File: config.mk
export PLATFORM = sky130hd
export DESIGN_NAME = encoder_rr_4_2
export DESIGN_NICKNAME = d
export VERILOG_FILES = /design/src/rtl/encoder_rr_4_2.sv
export SDC_FILE = /design/constraint.sdc
export NUM_CORES = 1
export LEC_CHECK = 0
export ABC_AREA = 1
export CAP_MARGIN = 20
export CORE_AREA = 2 2 47 49
export CTS_CLUSTER_DIAMETER = 40
export DETAILED_ROUTE_END_ITERATION = 16
export DIE_AREA = 0 0 49 51
export GPL_TIMING_DRIVEN = 0
export PLACE_DENSITY_LB_ADDON = 0.08
export SYNTH_ARGS = -nofsm -noshare
export SYNTH_HDL_FRONTEND = slang
export SYNTH_SLANG_ARGS = --single-unit
File: constraint.sdc
create_clock -name clk_i -period 6.3 [get_ports clk_i]
set_clock_uncertainty 0.2 [all_clocks]
set_input_delay 0.945 -clock clk_i [delete_from_list [all_inputs] [get_ports clk_i]]
set_output_delay 0.945 -clock clk_i [all_outputs]
set_load 0.1 [all_outputs]
File: src/rtl/encoder_rr_4_2.sv
// Round-robin request encoder: sticky-captures request lines into a pending mask and emits
// their binary indices one per accepted transfer over a valid/ready handshake.
module encoder_rr_4_2 #(
  parameter int unsigned N = 4
) (
  input  logic                 clk_i,
  input  logic                 rst_i,
  input  logic [N-1:0]         req_i,
  input  logic                 e_i,
  input  logic                 ready_i,
  output logic [$clog2(N)-1:0] y_o,
  output logic                 valid_o,
  output logic [N-1:0]         pend_o,
  output logic                 any_o
);

  localparam int unsigned IdxW = $clog2(N);

  typedef enum logic [0:0] {StIdle, StPresent} state_e;

  state_e            state_q;
  logic [N-1:0]      pend_q, pend_d;
  logic [IdxW-1:0]   ptr_q;
  logic [IdxW-1:0]   y_q;
  logic              valid_q;

  logic              acc;
  logic [N-1:0]      y_onehot;
  logic [N-1:0]      clr;
  logic [N-1:0]      rest;
  logic [IdxW-1:0]   ptr_inc;
  logic [IdxW-1:0]   sel_idle;
  logic [IdxW-1:0]   sel_rest;

  // First set bit of m at or above p, wrapping; N is a power of two so IdxW-bit adds wrap.
  function automatic logic [IdxW-1:0] rr_sel(input logic [N-1:0] m, input logic [IdxW-1:0] p);
    logic [IdxW-1:0] idx;
    logic            found;
    rr_sel = '0;
    found  = 1'b0;
    for (int unsigned i = 0; i < N; i++) begin
      idx = p + IdxW'(i);
      if (!found && m[idx]) begin
        rr_sel = idx;
        found  = 1'b1;
      end
    end
  endfunction

  always_comb begin
    acc      = valid_q & ready_i;
    y_onehot = '0;
    y_onehot[y_q] = 1'b1;
    clr      = acc ? y_onehot : '0;
    // Set wins over clear: a re-requested bit survives its own accept.
    pend_d   = (pend_q & ~clr) | (e_i ? req_i : '0);
    rest     = pend_q & ~y_onehot;
    ptr_inc  = y_q + IdxW'(1);
    sel_idle = rr_sel(pend_q, ptr_q);
    sel_rest = rr_sel(rest, ptr_inc);
  end

  always_ff @(posedge clk_i) begin
    if (rst_i) begin
      state_q <= StIdle;
      pend_q  <= '0;
      ptr_q   <= '0;
      y_q     <= '0;
      valid_q <= 1'b0;
    end else begin
      pend_q <= pend_d;
      unique case (state_q)
        StIdle: begin
          if (pend_q != '0) begin
            y_q     <= sel_idle;
            valid_q <= 1'b1;
            state_q <= StPresent;
          end
        end
        StPresent: begin
          if (ready_i) begin
            ptr_q <= ptr_inc;
            if (rest != '0) begin
              y_q <= sel_rest;
            end else begin
              valid_q <= 1'b0;
              state_q <= StIdle;
            end
          end
        end
        default: begin
          state_q <= StIdle;
          valid_q <= 1'b0;
        end
      endcase
    end
  end

  assign y_o     = y_q;
  assign valid_o = valid_q;
  assign pend_o  = pend_q;
  assign any_o   = |pend_q;

endmodule

==> impl_metrics.env, run 1 <==
export IMPL_crit_buf_inv=2
export IMPL_cts_max_path_buffers=2
export IMPL_htree_levels=1
export IMPL_ys_ff_latch=10
export IMPL_die_h_um=51
export IMPL_end_kind="output port"
export IMPL_pwr_share_clk_pct=11.8
export IMPL_yosysWarnings=0
export IMPL_startpoint_type="register"
export IMPL_finalCriticalPeriod_ns=3.35
export IMPL_cp_data_arrival_time_ns=2.21
export IMPL_crit_slowest_cell="clkdlybuf4s50_1"
export IMPL_first_pass_iters=4
export IMPL_antenna_found_initial=0
export IMPL_final_common_cell="nand2_1"
export IMPL_post_drt_wl_per_cell_um=10.8
export IMPL_seq_area_frac_synth_pct=19.5
export IMPL_ios=16
export IMPL_n_antenna_cell=0
export IMPL_dr_first_iter_drc_count=19
export IMPL_max_cap_viol_count=0
export IMPL_timing_setup_tns_ns=0
export IMPL_track_usage_pct=23.6
export IMPL_core_rowCount=17
export IMPL_layout_common_cells="nand2_1, inv_1, nand3_1, clkdlybuf4s50_1, nor2_1"
export IMPL_crit_type="reg -> out"
export IMPL_finalCritPeriodShare_pct=53.2
export IMPL_report_final_slew_viol_count=0
export IMPL_rsz0062_at_grt="false"
export IMPL_insertion_delay_ns=0.27
export IMPL_vias=1210
export IMPL_leakage_nw=0.663
export IMPL_slew_headroom_pct=35.2
export IMPL_fin_hold_ws_ns=0.304
export IMPL_vias_per_cell=5.04
export IMPL_drt_total_wl_mm=2.59
export IMPL_start_util_pct=49.8
export IMPL_power_per_cell_area_nw_per_um2=406
export IMPL_root_buffer="clkbuf_4"
export IMPL_grt_max_degree=12
export IMPL_clk_pin_slew_worst_paths_ns=0.07
export IMPL_swShare_pct=57.2
export IMPL_max_clock_freq_mhz=298
export IMPL_syn_nets=205
export IMPL_crit_chain="inv_1, nand4_1, clkdlybuf4s50_1"
export IMPL_rrSetupSlack_ns=3.81
export IMPL_synth_area_um2=1030
export IMPL_ir_drop_v=0.000302
export IMPL_tightest_slew_ns=0.970
export IMPL_grt_pass1_wl_mm=4.66
export IMPL_p_comb_share_pct=69.6
export IMPL_ant_nets=0
export IMPL_timing_final_ws_setup_ns=2.95
export IMPL_cts_tree="yes"
export IMPL_cp_top_family="buffers and inverters"
export IMPL_power_switching_mw=0.290
export IMPL_gp_congestion=0.867
export IMPL_cts_setup_buffers=0
export IMPL_hold_viol=0
export IMPL_drive_gt1_share_pct=7.55
export IMPL_hold_path_class="reg -> reg"
export IMPL_max_stage_delay_ns=1.15
export IMPL_final_nets=225
export IMPL_core_um2=2060
export IMPL_hpwl_mm=2.05
export IMPL_pre_cts_slack_ns=3.24
export IMPL_area_delta_synth_final_pct=21.6
export IMPL_cp_max_fo=8
export IMPL_status="finished clean"
export IMPL_ys_types=20
export IMPL_numCtsBuffers=3
export IMPL_overflow=0
export IMPL_cts_resized_gates=0
export IMPL_setup_viol=0
export IMPL_die_w_um=49
export IMPL_netlist_instances=193
export IMPL_port_buffers=15
export IMPL_p_int_mw=0.217
export IMPL_dieArea_um2=2500
export IMPL_cts_sinks=10
export IMPL_seqPwrFrac_pct=18.6
export IMPL_grt_pass1_vias=1138
export IMPL_drc=0
export IMPL_postSynthAreaPerCell_um2=5.32
export IMPL_required_ns=5.15
export IMPL_ctsHoldBuffers=0
==> kinds of logic after synthesis <==
family	share of synthesized area, %
buffers and inverters	10.6
AO/OA/AOI/OAI	11.8
adder cells (fa/ha/maj)	4.87
flip-flops	19.5
AND/OR/NAND/NOR	53.2
==> worst min-delay path, delay by kind of cell (launching register included) <==
family | cells | cell delay, ns
AO/OA/AOI/OAI | 2 | 0.13
flip-flops | 1 | 0.32
==> power by group through the flow <==
stage | combinational, mW | clock, mW | sequential [mW]
finish | 0.353 | 0.0599 | 0.0942
global route | 0.406 | 0.0642 | 0.0964
CTS | 0.352 | 0.0607 | 0.0934
detailed placement | 0.350 | 0 | 0.0948
global placement | 0.343 | 0 | 0.0946
floorplan | 0.226 | 0 | 0.147
==> synthesized netlist by cell type (all sizes together) <==
cell type / n / share of area (%)
a21boi: 1 / 1.1
a21oi: 8 / 3.9
a221oi: 1 / 0.85
a31oi: 1 / 0.61
buf: 2 / 1.8
dfxtp: 10 / 19
ha: 4 / 4.9
inv: 24 / 8.8
nand2: 91 / 34
nand3: 20 / 10
nand4: 4 / 2.4
nor2: 16 / 6.8
o21ai: 11 / 5.4
==> layer usage <==
metal | vias up | GRT usage, % | part of all wire [%]
met2 | 19 | 44.3 | 51
met5 | - | 0 | 0
met3 | 4 | 4.68 | 2.9
met4 | 0 | 7.62 | 0.81
met1 | 537 | 26.8 | 45
li1 | 650 | - | -
==> flip-flops by register name, summed over array words and instances, names as in the netlist <==
name,count
y_o,2
pend_o,4
valid_o,1
ptr_q,2
state_q,1
==> stage by stage <==
stage | cells | utilization [%] | instance area (um2) | power (mW)
after floorplan | 193 | - | 1030 | 0.374
after global placement | 236 | 58.8 | 1210 | 0.438
after detailed placement | 236 | 58.8 | 1210 | 0.445
after CTS | 240 | 60.5 | 1250 | 0.506
after global routing | 240 | 60.5 | 1250 | 0.567
final | 240 | 60.5 | 1250 | 0.507
==> worst paths after layout <==
path	from	endpoint	depth (start not counted)
max	pend_o[1]	any_o	3
max reg2reg	y_o[0]	y_o[0]	14
min	valid_o	valid_o	2
min reg2reg	valid_o	valid_o	2
==> cell type report <==
| class | count | area, um2 |
|---|---|---|
| plain buffers | 2 | 18.8 |
| clock buffers | 4 | 36.3 |
| fillers | 216 | 815 |
| inverters | 24 | 90.1 |
| multi-input cells | 157 | 718 |
| flip-flops and latches | 10 | 200 |
| well taps | 28 | 35.0 |
| repair buffers | 15 | 150 |
No activity file was read; power rests on OpenSTA's default activity.
==> run 2: changes to the inputs <==
- CORE_AREA: 2 2 47 49 -> 2 2 48 50
- DIE_AREA: 0 0 49 51 -> 0 0 50 52
- clock period: 6.3 -> 3.15 ns (I/O delays scaled with it)
==> impl_metrics.env, run 2 (same netlist as run 1, synthesis figures left out) <==
export IMPL_min_to="valid_o"
export IMPL_reg2reg_from="y_o[0]"
export IMPL_clk_pin_slew_worst_paths_ns=0.06
export IMPL_tightest_slew_ns=0.986
export IMPL_rsz0062_at_grt="false"
export IMPL_cts_tree="yes"
export IMPL_dr_first_iter_drc_count=22
export IMPL_vias_per_cell=5.26
export IMPL_slew_headroom_pct=34.0
export IMPL_cts_resized_gates=0
export IMPL_vias=1262
export IMPL_power_per_cell_area_nw_per_um2=817
export IMPL_die_w_um=50
export IMPL_first_pass_iters=4
export IMPL_rrSetupSlack_ns=0.66
export IMPL_root_buffer="clkbuf_4"
export IMPL_leakage_nw=0.663
export IMPL_cp_max_fo=8
export IMPL_core_um2=2110
export IMPL_status="finished clean"
export IMPL_fin_util_pct=59.3
export IMPL_startpoint_type="register"
export IMPL_finalCriticalPeriod_ns=2.84
export IMPL_required_ns=2.48
export IMPL_start_util_pct=48.8
export IMPL_drt_total_wl_mm=2.75
export IMPL_overflow=0
export IMPL_dieArea_um2=2600
export IMPL_cts_sinks=10
export IMPL_port_buffers=15
export IMPL_max_clock_freq_mhz=352
export IMPL_crit_type="reg -> out"
export IMPL_die_h_um=52
export IMPL_crit_chain="inv_1, nand4_1, clkdlybuf4s50_1"
export IMPL_post_drt_wl_per_cell_um=11.4
export IMPL_numCtsBuffers=3
export IMPL_layout_common_cells="nand2_1, inv_1, nand3_1, clkdlybuf4s50_1, nor2_1"
export IMPL_ir_drop_v=0.000660
export IMPL_max_cap_viol_count=0
export IMPL_end_kind="output port"
export IMPL_cp_data_arrival_time_ns=2.17
export IMPL_hpwl_mm=2.05
export IMPL_gp_congestion=0.830
export IMPL_finalCritPeriodShare_pct=90.3
export IMPL_cts_max_path_buffers=2
export IMPL_drive_gt1_share_pct=7.55
export IMPL_hp_start="valid_o"
export IMPL_hold_path_class="reg -> reg"
export IMPL_n_fill_cell=196
export IMPL_final_common_cell="nand2_1"
export IMPL_hold_viol=0
export IMPL_report_final_slew_viol_count=0
export IMPL_core_rowCount=17
export IMPL_final_nets=225
export IMPL_htree_levels=1
export IMPL_crit_slowest_cell="clkdlybuf4s50_1"
export IMPL_antenna_found_initial=0
export IMPL_grt_pass1_vias=1157
export IMPL_drc=0
export IMPL_ctsHoldBuffers=0
export IMPL_ant_nets=0
export IMPL_setup_viol=0
export IMPL_timing_setup_tns_ns=0
export IMPL_insertion_delay_ns=0.27
export IMPL_cts_setup_buffers=0
export IMPL_ios=16
export IMPL_r2r_cells=14
export IMPL_area_delta_synth_final_pct=21.6
export IMPL_grt_pass1_wl_mm=4.77
export IMPL_track_usage_pct=23.5
export IMPL_n_antenna_cell=0
export IMPL_min_path_cells=2
export IMPL_max_stage_delay_ns=1.14
export IMPL_grt_max_degree=12
export IMPL_r2r_end="y_o[0]"
export IMPL_largest_register_ffs=4
run 2: final cells by class:
class | instances | area (um2) | share of cell area (%)
Tap cell | 28 | 35.0 | 2.81
Inverter | 24 | 90.1 | 7.21
Sequential cell | 10 | 200 | 16.0
Buffer | 2 | 18.8 | 1.50
Timing Repair Buffer | 15 | 150 | 12.0
Multi-Input combinational cell | 157 | 718 | 57.5
Clock buffer | 4 | 36.3 | 2.91
run 2: how the worst max path moves through the flow:
stage,slack (ns),from,to,cells past startpoint
after floorplan,0.16,pend_o[1],y_o[0],9
after global placement,0.60,pend_o[1],any_o,3
after detailed placement,0.59,pend_o[1],any_o,3
after CTS,0.31,pend_o[1],any_o,3
after global routing,0.21,pend_o[1],any_o,3
final,0.31,pend_o[1],any_o,3
run 2: power breakdown:
group          switching [mW]  total (mW)  internal, mW
logic                   0.500       0.715         0.215
registers              0.0396       0.188         0.148
clock network          0.0469       0.117        0.0703
total                   0.586        1.02         0.433
run 2: per-stage QoR:
stage / power, mW / hold WS, ns / cell area, um2 / std cells / setup slack, ns
after floorplan: 0.748 / 0.303 / 1030 / 193 / 0.158
after global placement: 0.877 / 0.285 / 1210 / 236 / 0.597
after detailed placement: 0.891 / 0.296 / 1210 / 236 / 0.590
after CTS: 1.01 / 0.306 / 1250 / 240 / 0.309
after global routing: 1.12 / 0.330 / 1250 / 240 / 0.206
final: 1.02 / 0.300 / 1250 / 240 / 0.305
run 2: critical path, delay by kind of cell, from the launching register on:
| kind | cells | cell delay (ns) |
|---|---|---|
| buffers and inverters | 2 | 1.26 |
| and+or+nand+nor | 1 | 0.14 |
| DFF | 1 | 0.49 |
run 2: layer usage:
metal / GRT usage [%] / wire length, um
met1: 26.4 / 1200
met5: 0 / 0
met2: 45.0 / 1420
met4: 5.09 / 19
met3: 5.17 / 112
==> run 3: changes to the inputs <==
- SLEW_MARGIN: not set -> 20
==> results of run 3 <==
The final DEF is identical to that of run 2; final timing and power are the same.
